--- src/rtl/sync_fifo_flags_if.sv ---
// Handshake/bus bundle for sync_fifo_flags.
//
// Purpose: groups the producer/consumer request lines and the FIFO status/data
// outputs so the FIFO and its user connect through one port.
//
// Ports (signals):
//   w_en, data_in   producer write request and data
//   r_en            consumer pop request
//   clr_err         synchronous clear of the sticky error flags
//   data_out        read data
//   full, empty, almost_full, almost_empty, level   status decoded from fill level
//   overflow, underflow                              sticky error flags
//
// Handshake: a write is accepted on a clk edge when w_en=1 and full=0; a pop
// is accepted when r_en=1 and empty=0. full/empty act as the (inverted)
// ready/valid of the two sides. Requests that are not accepted do nothing
// except set the corresponding sticky error flag.
interface sync_fifo_flags_if #(
  parameter int W     = 8,
  parameter int DEPTH = 8
);
  localparam int LW = $clog2(DEPTH + 1);

  logic          w_en;
  logic [W-1:0]  data_in;
  logic          r_en;
  logic          clr_err;
  logic [W-1:0]  data_out;
  logic          full;
  logic          empty;
  logic          almost_full;
  logic          almost_empty;
  logic [LW-1:0] level;
  logic          overflow;
  logic          underflow;

  // User side (producer/consumer).
  modport master (
    output w_en, data_in, r_en, clr_err,
    input  data_out, full, empty, almost_full, almost_empty, level,
           overflow, underflow
  );

  // FIFO side.
  modport slave (
    input  w_en, data_in, r_en, clr_err,
    output data_out, full, empty, almost_full, almost_empty, level,
           overflow, underflow
  );
endinterface

--- src/rtl/sync_fifo_flags.sv ---
// Single-clock FIFO with fill level, almost-full/almost-empty thresholds,
// sticky overflow/underflow flags and a registered or first-word-fall-through
// read port. DEPTH may be any integer >= 2 (pointers wrap explicitly).
//
// Ports:
//   clk   clock, all state changes on posedge
//   rstn  asynchronous active-low reset
//   bus   sync_fifo_flags_if.slave -- write/pop requests, clr_err, data_out
//         and all status flags (see the interface file for the handshake)
//
// Parameters:
//   W          data width
//   DEPTH      number of entries (>= 2)
//   AFULL_TH   almost_full when level >= AFULL_TH   (1..DEPTH)
//   AEMPTY_TH  almost_empty when level <= AEMPTY_TH (0..DEPTH-1)
//   FWFT       0: registered read, 1-cycle latency; 1: head word always shown
module sync_fifo_flags #(
  parameter int W         = 8,
  parameter int DEPTH     = 8,
  parameter int AFULL_TH  = DEPTH - 1,
  parameter int AEMPTY_TH = 1,
  parameter int FWFT      = 0
) (
  input  logic               clk,
  input  logic               rstn,
  sync_fifo_flags_if.slave   bus
);

  localparam int LW = $clog2(DEPTH + 1);
  localparam int PW = (DEPTH > 1) ? $clog2(DEPTH) : 1;

  // Parameter sanity checks at elaboration.
  if (DEPTH < 2) begin : g_bad_depth
    $error("sync_fifo_flags: DEPTH must be >= 2");
  end
  if (AFULL_TH < 1 || AFULL_TH > DEPTH) begin : g_bad_afull
    $error("sync_fifo_flags: AFULL_TH must be in 1..DEPTH");
  end
  if (AEMPTY_TH < 0 || AEMPTY_TH > DEPTH - 1) begin : g_bad_aempty
    $error("sync_fifo_flags: AEMPTY_TH must be in 0..DEPTH-1");
  end

  logic [W-1:0]  mem_q [DEPTH];
  logic [PW-1:0] wr_ptr_q, wr_ptr_d;
  logic [PW-1:0] rd_ptr_q, rd_ptr_d;
  logic [LW-1:0] level_q, level_d;
  logic [W-1:0]  dout_q, dout_d;
  logic          overflow_q, overflow_d;
  logic          underflow_q, underflow_d;

  logic          full_s;
  logic          empty_s;
  logic          wr_acc;
  logic          rd_acc;
  logic [W-1:0]  head_word;

  // All flags come straight from the registered level.
  assign full_s  = (level_q == LW'(DEPTH));
  assign empty_s = (level_q == '0);

  // Acceptance uses this cycle's registered flags: a write while full is
  // rejected even if a pop happens on the same edge.
  assign wr_acc = bus.w_en & ~full_s;
  assign rd_acc = bus.r_en & ~empty_s;

  assign head_word = mem_q[rd_ptr_q];

  always_comb begin
    wr_ptr_d    = wr_ptr_q;
    rd_ptr_d    = rd_ptr_q;
    level_d     = level_q;
    dout_d      = dout_q;
    overflow_d  = overflow_q;
    underflow_d = underflow_q;

    if (wr_acc) begin
      wr_ptr_d = (wr_ptr_q == PW'(DEPTH - 1)) ? '0 : wr_ptr_q + PW'(1);
    end
    if (rd_acc) begin
      rd_ptr_d = (rd_ptr_q == PW'(DEPTH - 1)) ? '0 : rd_ptr_q + PW'(1);
      dout_d   = head_word;
    end

    if (wr_acc && !rd_acc) begin
      level_d = level_q + LW'(1);
    end else if (rd_acc && !wr_acc) begin
      level_d = level_q - LW'(1);
    end

    // Setting an error flag wins over clearing it in the same cycle.
    if (bus.w_en && full_s) begin
      overflow_d = 1'b1;
    end else if (bus.clr_err) begin
      overflow_d = 1'b0;
    end
    if (bus.r_en && empty_s) begin
      underflow_d = 1'b1;
    end else if (bus.clr_err) begin
      underflow_d = 1'b0;
    end
  end

  always_ff @(posedge clk or negedge rstn) begin
    if (!rstn) begin
      wr_ptr_q    <= '0;
      rd_ptr_q    <= '0;
      level_q     <= '0;
      dout_q      <= '0;
      overflow_q  <= 1'b0;
      underflow_q <= 1'b0;
    end else begin
      wr_ptr_q    <= wr_ptr_d;
      rd_ptr_q    <= rd_ptr_d;
      level_q     <= level_d;
      dout_q      <= dout_d;
      overflow_q  <= overflow_d;
      underflow_q <= underflow_d;
    end
  end

  // Storage is deliberately not reset; level/pointers define what is valid.
  always_ff @(posedge clk) begin
    if (wr_acc) begin
      mem_q[wr_ptr_q] <= bus.data_in;
    end
  end

  // In FWFT mode the head entry is shown combinationally from storage, so a
  // word written into an empty FIFO appears as soon as empty falls.
  assign bus.data_out     = (FWFT != 0) ? (empty_s ? '0 : head_word) : dout_q;
  assign bus.full         = full_s;
  assign bus.empty        = empty_s;
  assign bus.almost_full  = (level_q >= LW'(AFULL_TH));
  assign bus.almost_empty = (level_q <= LW'(AEMPTY_TH));
  assign bus.level        = level_q;
  assign bus.overflow     = overflow_q;
  assign bus.underflow    = underflow_q;

endmodule

--- src/flat_wrapper.sv ---
// flat-port wrapper written by rule: the top's interface ports become plain ports
module sync_fifo_flags_flat 
#(
  parameter int W         = 8,
  parameter int DEPTH     = 8,
  parameter int AFULL_TH  = DEPTH - 1,
  parameter int AEMPTY_TH = 1,
  parameter int FWFT      = 0
)
  (clk, rstn, bus_w_en, bus_data_in, bus_r_en, bus_clr_err, bus_data_out, bus_full, bus_empty, bus_almost_full, bus_almost_empty, bus_level, bus_overflow, bus_underflow);
  sync_fifo_flags_if #(.W(W), .DEPTH(DEPTH)) bus_i ();
  input  logic clk;
  input  logic rstn;
  input wire logic [$bits(bus_i.w_en)-1:0] bus_w_en;
  input wire logic [$bits(bus_i.data_in)-1:0] bus_data_in;
  input wire logic [$bits(bus_i.r_en)-1:0] bus_r_en;
  input wire logic [$bits(bus_i.clr_err)-1:0] bus_clr_err;
  output wire logic [$bits(bus_i.data_out)-1:0] bus_data_out;
  output wire logic [$bits(bus_i.full)-1:0] bus_full;
  output wire logic [$bits(bus_i.empty)-1:0] bus_empty;
  output wire logic [$bits(bus_i.almost_full)-1:0] bus_almost_full;
  output wire logic [$bits(bus_i.almost_empty)-1:0] bus_almost_empty;
  output wire logic [$bits(bus_i.level)-1:0] bus_level;
  output wire logic [$bits(bus_i.overflow)-1:0] bus_overflow;
  output wire logic [$bits(bus_i.underflow)-1:0] bus_underflow;
  assign bus_i.w_en = bus_w_en;
  assign bus_i.data_in = bus_data_in;
  assign bus_i.r_en = bus_r_en;
  assign bus_i.clr_err = bus_clr_err;
  assign bus_data_out = bus_i.data_out;
  assign bus_full = bus_i.full;
  assign bus_empty = bus_i.empty;
  assign bus_almost_full = bus_i.almost_full;
  assign bus_almost_empty = bus_i.almost_empty;
  assign bus_level = bus_i.level;
  assign bus_overflow = bus_i.overflow;
  assign bus_underflow = bus_i.underflow;
  sync_fifo_flags #(.W(W), .DEPTH(DEPTH), .AFULL_TH(AFULL_TH), .AEMPTY_TH(AEMPTY_TH), .FWFT(FWFT)) u_core (.clk(clk), .rstn(rstn), .bus(bus_i));
endmodule
--- config.mk ---
export PLATFORM = sky130hd
export DESIGN_NAME = sync_fifo_flags_flat
export DESIGN_NICKNAME = d
export VERILOG_FILES = /design/src/rtl/sync_fifo_flags_if.sv /design/src/rtl/sync_fifo_flags.sv /design/src/flat_wrapper.sv
export SDC_FILE = /design/constraint.sdc
export NUM_CORES = 1
export LEC_CHECK = 0
export ABC_AREA = 1
export CELL_PAD_IN_SITES_DETAIL_PLACEMENT = 0
export CELL_PAD_IN_SITES_GLOBAL_PLACEMENT = 1
export CORE_MARGIN = 3
export CORE_UTILIZATION = 45
export CTS_CLUSTER_SIZE = 30
export DETAILED_ROUTE_END_ITERATION = 8
export PLACE_DENSITY_LB_ADDON = 0.1
export SLEW_MARGIN = 20
export SYNTH_ARGS = -nofsm -noshare
export SYNTH_HDL_FRONTEND = slang
export SYNTH_SLANG_ARGS = --single-unit
export TNS_END_PERCENT = 5
--- constraint.sdc ---
create_clock -name clk -period 2.2 [get_ports clk]
set_clock_uncertainty 0.15 [all_clocks]
set_input_delay 0.44 -clock clk [delete_from_list [all_inputs] [get_ports clk]]
set_output_delay 0.44 -clock clk [all_outputs]
set_load 0.005 [all_outputs]
# Word-level counts from Yosys, hierarchy flattened
# Memories as Yosys holds them, arrays and structs flattened. A register that Yosys moved wholly into a read port is not among the register bits.
# Cells that the tools add are included.
# Widths: inputs -> output; s select.
[word_totals] memories=1 output_inout_bits=18 reg_bits=12 ram_bits=64
[memory_table] name="u_core.mem_q" depth=8 width=8 read_ports=1 rd_clocked_by_memory_dff=1 wr=1 line="sync_fifo_flags.sv:43" text="logic [W-1:0] mem_q [DEPTH];"
[classes] n_eq_ne=3 addsub=4 n_bitwise=4 n_mux=9 n_lt_le_gt_ge=2 n_reduce_logical=11
[ops] cell="$mux 4" n=2
[ops] cell="$add 3x1->3 const B" n=2
[ops] cell="$eq 3x3->1 const B" n=2
[ops] cell="$mux 3" n=2
[ops] cell="$reduce_bool 2->1" n=3
[ops] cell="$mux 1" n=5
[ops] cell="$add 4x1->4 const B" n=1
[ops] cell="$eq 4x4->1 const B" n=1
[ops] cell="$ge 4x3->1 const B" n=1
[ops] cell="$le 4x1->1 const B" n=1
[ops] cell="$logic_and 1x1->1" n=4
[ops] cell="$logic_not 4->1" n=1
[ops] cell="$sub 4x1->4 const B" n=1
[ops] cell="$logic_not 1->1" n=3
[ops] cell="$and 1x1->1" n=2
[ops] cell="$not 1->1" n=2

# Depth between registers and ports, before layout
# Gate-level depths: netlist of run 1.
[logic_depth] depth_word=7 mapped_depth=11 ltp_nobuf=11

# Worst setup path after synthesis of run 1
# Ideal clock, no wire load.
[synth_path] path_kind="register -> register" start="register u_core.level_q[0], in the netlist u_core.bus.level[0]" end="register u_core.level_q[2], in the netlist u_core.bus.level[2]" stages_incl_launch_ff=11 path_buffers=0 arrival_ps=1808 setup_ps=118 setup_slack_ps=124 path_cell_list="dfrtp_1 inv_1 ha_1 nand2_1 nor2_1 nor2_4 ha_1 a21oi_1 o21ai_0 xor2_1 inv_1"
[synth_between] elab_chain_len=6 elab_cells_between_ends=15 cone_classes="2 x add/sub; 1 x eq/ne; 2 x mux; 4 x bitwise; 6 x reduce/logical"
[synth_rtl] element="start: declaration" line="sync_fifo_flags.sv:46" text="logic [LW-1:0] level_q, level_d;"
[synth_rtl] element="start signal: assignment" line="sync_fifo_flags.sv:114" text="level_q <= level_d;"
[synth_rtl] element="$eq 4x4->1 *" line="sync_fifo_flags.sv:58" text="assign full_s = (level_q == LW'(DEPTH));"
[synth_rtl] element="via bus_full" line="flat_wrapper.sv:19" text="output wire logic [$bits(bus_i.full)-1:0] bus_full;"
[synth_rtl] element="$not 1->1 *" line="sync_fifo_flags.sv:63" text="assign wr_acc = bus.w_en & ~full_s;"
[synth_rtl] element="$and 1x1->1 *" line="sync_fifo_flags.sv:63"
[synth_rtl] element="via u_core.wr_acc" line="sync_fifo_flags.sv:53" text="logic wr_acc;"
[synth_rtl] element="$logic_not 1->1" line="sync_fifo_flags.sv:86" text="end else if (rd_acc && !wr_acc) begin"
[synth_rtl] element="$logic_and 1x1->1" line="sync_fifo_flags.sv:86"
[synth_rtl] element="$reduce_bool 2->1 (no line)"
# The timed path passes the listed nets; every way through them passes the cells marked *. The select of a mux whose other input is x is not followed.
# A chain may end at the register's enable or synchronous reset.

# Final worst setup path of run 1
[layout_path] start="register u_core.level_q[0], in the netlist u_core.bus.level[0]" end="output port bus_almost_full"
[layout_between] elab_chain_len=1
[layout_rtl] element="$ge 4x3->1" line="sync_fifo_flags.sv:133" text="assign bus.almost_full = (level_q >= LW'(AFULL_TH));"
[layout_rtl] element="end: declaration" line="flat_wrapper.sv:21" text="output wire logic [$bits(bus_i.almost_full)-1:0] bus_almost_full;"
# No other way between the ends.

==> results.tsv, run 1 <==
stage	metric	value	unit
run_status	status	finished clean	
clock_network	cts_tree	yes	
global_route	grt_pass1_vias	2504	
sta	fmax	477	MHz
power	ir_worst_vdd	0.790	mV
setup_path	arrival	1.51	ns
finish	final_area	4550	um^2
yosys	synth_seq_cells	84	
setup_path	rrSetupSlack	0.19	ns
setup_path	cpLargestDelayFamily	buffers and inverters	
setup_path	crit_start	u_core.bus.level[0]	
yosys	yosysUniqueCellTypes	25	
sta	setup_viol_count_final	0	
sta	drv_slew	0	
run	drv_cap	0	
sta	whs	0.286	ns
global_route	antenna_found_initial	0	
routing	drt-total-wl	7.93	mm
floorplanning	die_area	9600	um^2
sta	hold_violations	0	
yosys	yosysTopAreaCellShare	50.5	%
power	cellPowerDensity	1250	nW/um^2
finish	area_growth	19.6	%
floorplanning	fp-row-count	32	
setup_path	endpoint_kind	output pin	
floorplanning	chipHeight	98.0	um
yosys	synth_area_leaders	edfxtp_1 (50%), dfrtp_1 (13%), nand2_1 (10%), inv_1 (6.2%), nand3_1 (5.9%)	
finish	antenna_cells	0	
clock_network	htree_levels	3	
clock_network	cts_sinks	84	
clock_network	path_clk_slew	0.09	ns
clock_network	cts-root-buf	clkbuf_8	
placed_design	dp_cells	508	
yosys	avgSynthCellArea	10.3	um^2
global_route	grt_pass1_wl	13.1	mm
clock_network	clockBufferDepth	2	
routing	dr_total_vias	2501	
global_route	grt_overflow	0	
placed_design	placed_cell_area	4300	um^2
floorplanning	die_x	98.0	um
global_route	grt_usage	18.0	%
setup_path	crit_required	1.61	ns
sta	relSlewSlack	58.3	%
clock_network	clock_latency	0.35	ns
yosys	ys_seq_area_share	63.6	%
sta	rsz0062_at_grt	false	
setup_path	worstSetupPathType	flip-flop to output pin	
setup_path	path_cells	buf_4 -> ha_1 -> nor2_1 -> nor2_1 -> dlygate4sd2_1	
global_route	grt_start_max_net_pins	35	
finish	fillers	718	
power	p_leak	2.04	nW
floorplanning	initial_core_util	47.8	%
routing	drtIter0Drc	173	
placed_design	dp_hpwl	5.21	mm
routing	drt-pass1-iter-count	4	
clock_network	numCtsBuffers	9	
yosys	syn-instance-count	368	
floorplanning	coreArea	7970	um^2
floorplanning	io_pins	31	
finish	final-seq-area	2420	um^2
yosys	netlist_area	3810	um^2
finish	instances_no_fill	525	
min_path	hold_path.class	input port to asynchronous set/reset pin	
sta	tightest_slew	0.625	ns
setup_path	critical_path_buf_inv_count	2	
routing	routedWlPerCell	15.1	um
setup_path	crit_path_top_delay_cell	dfrtp_1	
yosys	synth_top_cell_by_area	edfxtp_1	
sta	min_period	2.10	ns
setup_path	cp_max_fo	6	
setup_path	cpMostUsedCell	nor2_1	
setup_path	cp-start-kind	flip-flop	
sta	period_share	95.3	%
setup_path	slowest_delay	0.39	ns
routing	drc	0	
finish	multiInputGateArea	1060	um^2
finish	post-route-util	57.1	%
finish	drive_gt1_share	15.8	%
routing	antenna_left	0	
routing	post_drt_via_cell_ratio	4.76	
yosys	syn_nets	390	
yosys	yosysWarnings	0	
setup_path	r2r-start	u_core.bus.level[1]	
placed_design	place.port_buffers	30	
finish	nNetsFinal	440	
placed_design	place_congestion	0.759	
==> cell families (layout without fill, tap and decap cells) <==
| family | Yosys count | in the layout | share of synthesized area (%) |
|---|---|---|---|
| buffers and inverters | 79 | 134 | 8.97 |
| AND/OR/NAND/NOR | 178 | 178 | 21.4 |
| AO/OA/AOI/OAI | 14 | 14 | 2.10 |
| adder cells (fa/ha/maj) | 9 | 9 | 2.96 |
| XOR/XNOR | 4 | 4 | 0.921 |
| flip-flops | 84 | 84 | 63.6 |
==> final cells by class <==
cell class / instances / area share [%]
clock buffers: 12 / 3.88
inverters: 67 / 5.64
flip-flops and latches: 84 / 53.3
repair buffers: 51 / 10.0
multi-input cells: 205 / 23.2
clock inverters: 4 / 1.15
well taps: 102 / 2.80
==> where the power goes <==
part           total [mW]  internal [mW]  switching, mW
sequential           2.24           2.06          0.179
clock                1.22          0.660          0.559
combinational        2.21          0.903           1.31
==> cell usage after synthesis <==
cell,count
a21oi_1,1
nand2_4,1
o21ai_0,10
inv_1,63
buf_2,6
inv_2,2
buf_12,1
ha_1,9
clkinv_1,1
dfrtp_1,20
nor2_2,1
nand2_2,9
clkbuf_2,1
o21a_1,1
xnor2_1,1
nor2_1,11
nor2_4,1
inv_6,1
nand3_2,8
o21ai_2,2
buf_4,4
edfxtp_1,64
nand2_1,102
nand3_1,45
xor2_1,3
==> what timing repair did <==
item | 4_1_cts | 5_1_grt
hold buffers | 0 | 0
setup buffers | 1 | 0
setup endpoints to repair | 4 | 2
pin swaps | 1 | 0
resized for setup | 8 | 3
==> placed cells by master (no fill, tap or decap), types with 2 or more instances in the layout <==
| cell | Yosys | layout |
|---|---|---|
| nor2_1 | 11 | 10 |
| o21ai_0 | 10 | 10 |
| dfrtp_1 | 20 | 19 |
| o21ai_2 | 2 | 2 |
| xor2_1 | 3 | 3 |
| nor2_4 | 1 | 3 |
| nand3_1 | 45 | 45 |
| ha_1 | 9 | 8 |
| buf_4 | 4 | 21 |
| clkdlybuf4s50_1 | 0 | 26 |
| inv_6 | 1 | 2 |
| nand2_1 | 102 | 102 |
| nand2_2 | 9 | 9 |
| edfxtp_1 | 64 | 64 |
| nand3_2 | 8 | 8 |
| inv_1 | 63 | 61 |
| dlygate4sd2_1 | 0 | 3 |
| clkbuf_8 | 0 | 11 |
| inv_2 | 2 | 4 |
==> worst reg2reg max path, delay by kind of cell (launching register included) <==
family | cells | cell delay, ns
AO/OA/AOI/OAI | 2 | 0.23
XOR/XNOR | 1 | 0.14
adder cells (fa/ha/maj) | 2 | 0.51
buffers and inverters | 3 | 0.25
flip-flops | 1 | 0.39
AND/OR/NAND/NOR | 3 | 0.24
==> registers in the layout, indices dropped and copies added (netlist names) <==
name,flops
u_core.bus.underflow,1
u_core.mem_q,64
u_core.bus.data_out,8
u_core.wr_ptr_q,3
u_core.bus.level,4
u_core.bus.overflow,1
u_core.rd_ptr_q,3
==> path summary, 6_finish.rpt <==
check / endpoint / cells past startpoint
max: bus_almost_full / 5
min: u_core.rd_ptr_q[0] / 2
max reg2reg: u_core.bus.level[2] / 11
min reg2reg: u_core.bus.data_out[3] / 2
max in group asynchronous: u_core.bus.level[2] / 2
min in group clk: u_core.bus.data_out[3] / 2
==> metrics by stage <==
stage          setup TNS (ns)  worst slack, ns  total power, mW
2_1_floorplan               0            0.124             3.65
3_3_place_gp                0            0.101             4.51
3_5_place_dp                0           0.0734             4.52
4_1_cts               -0.0938          -0.0938             5.76
5_1_grt                     0           0.0101             6.12
6_report                    0            0.103             5.67
==> routing by layer <==
| layer | track usage [%] | part of all wire (%) | wire length (um) | up-vias |
|---|---|---|---|---|
| met4 | 7.67 | 1.3 | 100 | 0 |
| met5 | 0 | 0 | 0 | - |
| met1 | 24.0 | 46 | 3610 | 1177 |
| met2 | 29.0 | 49 | 3890 | 41 |
| met3 | 3.07 | 4.1 | 328 | 6 |
| li1 | - | - | - | 1277 |
No activity file was read; power rests on OpenSTA's default activity.
==> inputs of run 2 (changes only) <==
--- a/config.mk
+++ b/config.mk
@@ -6,10 +6,11 @@
 export NUM_CORES = 1
 export LEC_CHECK = 0
 export ABC_AREA = 1
+export CAP_MARGIN = 10
 export CELL_PAD_IN_SITES_DETAIL_PLACEMENT = 0
 export CELL_PAD_IN_SITES_GLOBAL_PLACEMENT = 1
 export CORE_MARGIN = 3
-export CORE_UTILIZATION = 45
+export CORE_UTILIZATION = 49
 export CTS_CLUSTER_SIZE = 30
 export DETAILED_ROUTE_END_ITERATION = 8
 export PLACE_DENSITY_LB_ADDON = 0.1
==> constraint.sdc (replaced) <==
create_clock -name clk -period 2.7 [get_ports clk]
set_clock_uncertainty 0.15 [all_clocks]
set_input_delay 0.54 -clock clk [delete_from_list [all_inputs] [get_ports clk]]
set_output_delay 0.54 -clock clk [all_outputs]
set_load 0.05 [all_outputs]
==> run 2 against run 1 <==
Effect of this change:
- sequential share of layout area grew 1.1 points
- via count grew 0.36%
- first-iteration DRC count shrank 19%
- clock power shrank 29%
- combinational power is essentially flat
- critical path depth shrank 1
- largest power group is now combinational cells
- largest cell class unchanged
- die area shrank 7.7%
- sequential cell count is the same
- utilization grew 3.0 points
- routed wire length shrank 0.26%
- total power shrank 14%
==> results.tsv, run 2 (synthesis results as in run 1) <==
stage	metric	value	unit
run_status	status	finished clean	
floorplanning	coreArea	7410	um^2
power	pwr-share-clk	17.8	%
finish	largest_reg_flops	64	
clock_network	clock_latency	0.35	ns
routing	post_drt_via_cell_ratio	4.86	
clock_network	numCtsBuffers	9	
global_route	use_met1	26.7	%
setup_path	crit_required	2.01	ns
sta	relSlewSlack	55.6	%
sta	hold_violations	0	
setup_path	ff2ff_path_depth	10	
global_route	use_met3	4.09	%
clock_network	path_clk_slew	0.08	ns
placed_design	dp_hpwl	4.99	mm
finish	drive_gt1_share	13.9	%
global_route	use_met2	31.6	%
finish	area_growth	17.1	%
sta	rsz0062_at_grt	false	
floorplanning	initial_core_util	51.4	%
clock_network	cts_tree	yes	
clock_network	htree_levels	3	
finish	antenna_cells	0	
routing	drt-pass1-iter-count	4	
min_path	hold_path.class	flip-flop to flip-flop	
setup_path	timing.rr.end	u_core.bus.level[2]	
clock_network	cts_sinks	84	
sta	whs	0.345	ns
setup_path	cp_max_fo	7	
placed_design	post-place-ws	0.357	ns
routing	routedWlPerCell	15.3	um
global_route	busiest_layer	met2	
global_route	antenna_found_initial	0	
sta	drv_slew	0	
power	swShare	42.5	%
power	p_leak	2.00	nW
routing	drtIter0Drc	140	
sta	min_period	2.43	ns
setup_path	rrSetupSlack	0.53	ns
finish	mostFrequentLayoutCells	nand2_1 (102), edfxtp_1 (64), inv_1 (63)	
setup_path	crit_start	u_core.bus.level[0]	
floorplanning	chipHeight	94.1	um
setup_path	setup.worst_path.end	bus_almost_empty	
power	p_switching	2.09	mW
sta	fmax	412	MHz
placed_design	place_congestion	0.797	
global_route	grt_pass1_wl	12.6	mm
sta	tightest_slew	0.665	ns
clock_network	post_cts_buffers	0	
routing	dr_total_vias	2510	
floorplanning	fp-row-count	31	
floorplanning	io_pins	31	
run	drv_cap	0	
power	cellPowerDensity	1100	nW/um^2
finish	nNetsFinal	434	
global_route	grt_usage	19.7	%
clock_network	clockBufferDepth	2	
power	p_int	2.82	mW
floorplanning	die_area	8860	um^2
global_route	grt_overflow	0	
setup_path	arrival	1.74	ns
power	power_frac_comb	44.9	%
routing	antenna_left	0	
finish	regMostFlops	u_core.mem_q	
sta	period_share	89.8	%
finish	post-route-util	60.1	%
power	finalPower	4.90	mW
power	p_seq_share	37.4	%
sta	worst_slack	0.275	ns
finish	final_common_cell	nand2_1	
power	ir_worst_vdd	0.608	mV
sta	final.setup.tns	0	ns
routing	drc	0	
setup_path	worstSetupPathType	flip-flop to output pin	
setup_path	cp-start-kind	flip-flop	
routing	drt-total-wl	7.91	mm
placed_design	place.port_buffers	30	
global_route	grt_pass1_vias	2457	
sta	setup_viol_count_final	0	
setup_path	endpoint_kind	output pin	
setup_path	r2r-start	u_core.bus.level[0]	
clock_network	cts-root-buf	clkbuf_8	
global_route	grt_start_max_net_pins	35	
floorplanning	die_x	94.1	um
[run 2: cell types whose count changed in the layout (fill, tap and decap cells not counted), moves of 2 or more]
cell           previous run  this run
buf_4                    21        17
dlygate4sd2_1             3         1
inv_1                    61        63
inv_2                     4         2
nor2_2                    0         2
nor2_4                    3         1
[run 2: metrics by stage]
step | std cells | area, um^2
2_1_floorplan | 368 | 3810
6_report | 516 | 4460
3_5_place_dp | 500 | 4260
5_1_grt | 516 | 4460
3_3_place_gp | 500 | 4260
4_1_cts | 516 | 4450
[run 2: area by class of cell]
type	count	area (um^2)
multi-input cells	205	1040
clock buffers	13	180
inverters	67	256
well taps	99	124
repair buffers	45	409
flip-flops and latches	84	2420
fillers	638	2950
clock inverters	3	18.8
[run 2: worst max-delay path, stage by stage, from the launching register on]
cell	delay [ns]
dfrtp_1	0.48
inv_1	0.10
ha_1	0.22
o21a_1	0.18
dlygate4sd2_1	0.41
[run 2: power groups by stage]
stage / Combinational, mW / Sequential [mW] / Clock, mW
finish: 2.20 / 1.83 / 0.871
global route: 2.43 / 1.87 / 0.953
CTS: 2.23 / 1.83 / 0.893
detailed placement: 2.23 / 1.86 / 0
global placement: 2.21 / 1.85 / 0
floorplan: 1.24 / 2.18 / 0
[run 2: worst min-delay path by stage]
stage                        endpoint  slack (ns)                    from  depth (start not counted)
6_report       u_core.bus.data_out[5]        0.35  u_core.bus.data_out[5]                          2
5_1_grt        u_core.bus.data_out[3]        0.38  u_core.bus.data_out[3]                          2
2_1_floorplan  u_core.bus.data_out[0]        0.09                    rstn                          0
3_5_place_dp   u_core.bus.data_out[5]        0.33  u_core.bus.data_out[5]                          2
3_3_place_gp   u_core.bus.data_out[5]        0.33  u_core.bus.data_out[5]                          2
4_1_cts        u_core.bus.data_out[5]        0.35  u_core.bus.data_out[5]                          2
[run 2: what timing repair did]
item | 4_1_cts | 5_1_grt
resized for setup | 1 | 1
pin swaps | 0 | 0
endpoints found under the setup margin | 1 | 1
hold buffers | 0 | 0
[run 2: per-layer routing]
| layer | vias to the layer above | part of all wire [%] |
|---|---|---|
| met1 | 1191 | 46 |
| met3 | 9 | 4.3 |
| li1 | 1259 | - |
| met5 | - | 0 |
| met2 | 51 | 48 |
| met4 | 0 | 1.4 |
==> inputs of run 3 (changes only) <==
--- a/config.mk
+++ b/config.mk
@@ -6,7 +6,8 @@
 export NUM_CORES = 1
 export LEC_CHECK = 0
 export ABC_AREA = 1
-export CAP_MARGIN = 10
+export ABC_CLOCK_PERIOD_IN_PS = 2700
+export CAP_MARGIN = 15
 export CELL_PAD_IN_SITES_DETAIL_PLACEMENT = 0
 export CELL_PAD_IN_SITES_GLOBAL_PLACEMENT = 1
 export CORE_MARGIN = 3
==> results of run 3 <==
Same layout as run 2: the final DEF is identical, and so are final timing and power.
==> patch 1 (config.mk and constraints of run 3) <==
Make the reset (`rstn`) synchronous in one clocked block. Comments in the files are not updated.
--- a/src/rtl/sync_fifo_flags.sv
+++ b/src/rtl/sync_fifo_flags.sv
@@ -101,5 +101,5 @@
   end
 
-  always_ff @(posedge clk or negedge rstn) begin
+  always_ff @(posedge clk) begin
     if (!rstn) begin
       wr_ptr_q    <= '0;
Behaviour: differs if rstn is asserted again (counterexample within 4 cycles, from zero or initial values and one cycle with rstn low); with rstn held inactive, the same outputs for 10 cycles.
==> patch 1 against run 3 <==
- global-route usage rose by 0.51 points
- combinational power shrank 24%
- cell count grew 0.19%
- worst hold slack worse by 0.029 ns
- critical path type unchanged
- synthesized area shrank 3.2%
- fmax rose by 0.83%
- worst setup slack gained 0.020 ns
- wire length grew 1.4%
- sequential cell count unchanged
- die area is 3.0% lower
- critical path depth grew 1
- total power is 14% lower
- final area shrank 3.8%
==> patch 1: results (changes against run 3) <==
Fill cells -> 650 (+1.9%)
R2R setup slack -> 0.59 ns (+0.06 ns)
Leak -> 1.85 nW (-7.4%)
clock-cell share of area -> 4.41% (-0.056 points)
1st-iter DRT viols -> 220 (+57%)
P_comb -> 1.67 mW (-24%)
Crit path largest cell delay -> 0.52 ns (+0.04 ns)
reg-to-reg endpoint -> u_core.bus.level[2]$_SDFFE_PN0P_
Final Wtd Congestion -> 0.828 (+3.9%)
overall routed net length -> 8.02 mm (+1.4%)
multi-input gate share of total cell area -> 23.1% (-0.32 points)
CP startpoint -> u_core.bus.level[1]$_SDFFE_PN0P_
fmax -> 416 MHz (+0.83%)
Worst path slowest cell -> dlygate4sd2_1
Detail Placement HPWL -> 5.40 mm (+8.3%)
nets -> 438 (+0.92%)
switch share -> 40.6% (-1.9 points)
Tot Pwr -> 4.21 mW (-14%)
Placement Setup Slack -> 0.392 ns (+0.0348 ns)
P_clk -> 846 uW (-2.9%)
CP arrival -> 1.72 ns (-0.02 ns)
hold path endpoint -> u_core.bus.data_out[5]$_SDFFE_PN0P_
register area share after synthesis -> 63.0% (-0.60 points)
min-delay src -> u_core.bus.data_out[5]$_SDFFE_PN0P_
vias in the first global route -> 2590 (+5.4%)
bufs w/o clock -> 44 (-2.2%)
nonclk inv count -> 68 (+1.5%)
synth top area cells -> edfxtp_1 (52%), dfxtp_1 (11%), nand2_1 (10%)
Non-clock buffers, area share -> 9.40% (+0.22 points)
Total GRT Usage -> 20.2% (+0.51 points)
Worst Hold Slack -> 0.316 ns (-0.0289 ns)
Synth Net Count -> 396 (+1.5%)
outcome -> complete, no violations
crit path capture -> bus_empty
[patch 1: stage by stage]
step                std cells  area (um^2)
CTS                       517         4280
global route              517         4290
floorplan                 374         3680
global placement          501         4100
detailed placement        501         4100
finish                    517         4290
[patch 1: logic make-up after synthesis]
logic type | Yosys count | synth area share [%]
DFF | 84 | 63.0
adders and majority gates | 9 | 3.06
xor gates and xnor gates | 1 | 0.238
AOI/OAI and AO/OA | 33 | 4.69
buffers and inverters | 81 | 10.1
and+or+nand+nor | 166 | 18.9
[patch 1: per-layer routing]
layer	routed length, um	share of wire [%]	track usage, %	vias to the layer above
met3	347	4.3	4.55	15
met2	3800	47	33.1	60
met5	0	0	0	-
met1	3660	46	25.8	1187
met4	212	2.6	9.04	0
li1	-	-	-	1296
[patch 1: timing repair]
item                       in CTS  in global routing
hold buffers                    0                  0
resized for setup               2                  1
setup endpoints to repair       2                  1
==> patch 2 (flow settings as in run 3) <==
Made on the original files. `FWFT` is set to 0 in 2 places; all go to 1. Comments in the files are not updated.
--- a/src/rtl/sync_fifo_flags.sv
+++ b/src/rtl/sync_fifo_flags.sv
@@ -20,5 +20,5 @@
   parameter int AFULL_TH  = DEPTH - 1,
   parameter int AEMPTY_TH = 1,
-  parameter int FWFT      = 0
+  parameter int FWFT      = 1
 ) (
   input  logic               clk,
--- a/src/flat_wrapper.sv
+++ b/src/flat_wrapper.sv
@@ -6,5 +6,5 @@
   parameter int AFULL_TH  = DEPTH - 1,
   parameter int AEMPTY_TH = 1,
-  parameter int FWFT      = 0
+  parameter int FWFT      = 1
 )
   (clk, rstn, bus_w_en, bus_data_in, bus_r_en, bus_clr_err, bus_data_out, bus_full, bus_empty, bus_almost_full, bus_almost_empty, bus_level, bus_overflow, bus_underflow);
Check against the original RTL: not equivalent (Yosys sat finds a counterexample within 4 cycles, from zero or initial values and one cycle with rstn low).
==> patch 2 against run 3 <==
- worst hold slack better by 0.041 ns
- wire length down 11%
- final area fell by 2.0%
- register-to-register slack lost 0.10 ns
- sequential cell count shrank 8
- global-route usage down 1.9 points
- critical path depth up 2
- synthesized area is 5.3% lower
- core utilization up 2.8 points
- total power rose by 8.1%
- worst setup slack worse by 0.11 ns
- highest routed layer unchanged
==> patch 2: results (changes against run 3) <==
Pre-antenna DRT Iters -> 6 (+2)
Crit path max-delay family -> simple AND/OR/NAND/NOR gates
overall routed net length -> 7.03 mm (-11%)
global-route wire length before repair -> 11.3 mm (-10%)
Placement Setup Slack -> 0.400 ns (+0.0423 ns)
Non-Filler Instances -> 520 (+0.78%)
type of the most critical hold path -> register to register
nets -> 441 (+1.6%)
max cap viols -> 0 (unchanged)
Leak -> 2.04 nW (+2.3%)
outcome -> complete, no violations
setup ws final -> 0.166 ns (-0.108 ns)
synth top area cells -> edfxtp_1 (53%), nand2_1 (10%), dfrtp_1 (8.3%)
worst vdd ir -> 521 uV (-14%)
Synth Net Count -> 394 (+1.0%)
Detail Placement HPWL -> 4.67 mm (-6.4%)
CP arrival -> 1.84 ns (+0.10 ns)
Avg Vias per Cell -> 4.66 (-4.1%)
R2R cell count -> 11 (+1)
Max-slew headroom -> 49.1% (-6.5 points)
Async SR Flop Fraction -> 15.8% (-8.0 points)
R2R setup slack -> 0.43 ns (-0.10 ns)
synth unique cells -> 24 (-4.0%)
Int Power -> 3.06 mW (+8.4%)
Worst Hold Slack -> 0.386 ns (+0.0406 ns)
Worst path slowest cell -> dfrtp_1
1st-iter DRT viols -> 91 (-35%)
fraction of layout cells with a size suffix above 1 -> 13.2% (-0.70 points)
Total GRT Usage -> 17.9% (-1.9 points)
CP max FO -> 10 (+3)
top cell type's share of synthesized area -> 53.3% (+2.8 points)
crit path capture -> bus_data_out[7]
register area share after synthesis -> 61.6% (-2.0 points)
hold path endpoint -> u_core.bus.overflow$_DFFE_PN0P_
Avg Cell Area, Syn -> 9.69 um^2 (-6.3%)
Post-synth EDFFs -> 64 (unchanged)
vias in the first global route -> 2321 (-5.5%)
DP Cell Count -> 504 (+0.80%)
min-delay src -> u_core.bus.overflow$_DFFE_PN0P_
Post-synth top cells -> nand2_1 (98), inv_1 (78), edfxtp_1 (64)
-- patch 2: cell count changes after synthesis, sizes merged, moves of 3 or more --
cell / delta
inv: +19
nor2: +16
nand2: -12
dfrtp: -8
nand3: -8
o21ai: -3
-- patch 2: logic make-up after synthesis --
kind of cell,share of synthesized area (%)
xor gates and xnor gates,0.729
DFF,61.6
AOI/OAI and AO/OA,1.63
and+or+nand+nor,21.1
adders and majority gates,3.12
buffers and inverters,11.8
-- patch 2: per-stage QoR --
stage	cell area, um^2	power [mW]
2_1_floorplan	3600	3.41
3_3_place_gp	4150	4.40
3_5_place_dp	4150	4.43
4_1_cts	4370	5.36
5_1_grt	4370	5.64
6_report	4370	5.30
-- patch 2: tightest hold or removal path, stage by stage, from the launching register on --
cell	delay [ns]
dfrtp_1	0.38
inv_1	0.05
o21ai_0	0.07
-- patch 2: metal layers --
metal | vias up | GRT usage [%] | part of all wire (%)
li1 | 1258 | - | -
met2 | 43 | 29.6 | 49
met5 | - | 0 | 0
met1 | 1108 | 22.1 | 45
met4 | 0 | 9.28 | 2.5
met3 | 16 | 3.53 | 3.3
-- patch 2: area by class of cell --
class	count	area (um^2)
clock inverter	6	88.8
clock buffer	10	128
tap	96	120
multi-input combinational	199	957
sequential	76	2220
inverter	85	329
timing repair buffer	48	523
fill	595	2580
-- patch 2: what timing repair did --
item	in CTS	in global routing
resized for setup	0	1
endpoints found under the setup margin	0	1
hold endpoints to repair	0	0
-- patch 2: power by group through the flow --
stage	combinational [mW]	clock (mW)	sequential, mW
floorplan	1.66	0	1.76
global placement	2.71	0	1.70
detailed placement	2.72	0	1.70
CTS	2.73	0.947	1.68
global route	2.92	1.01	1.71
finish	2.69	0.934	1.68
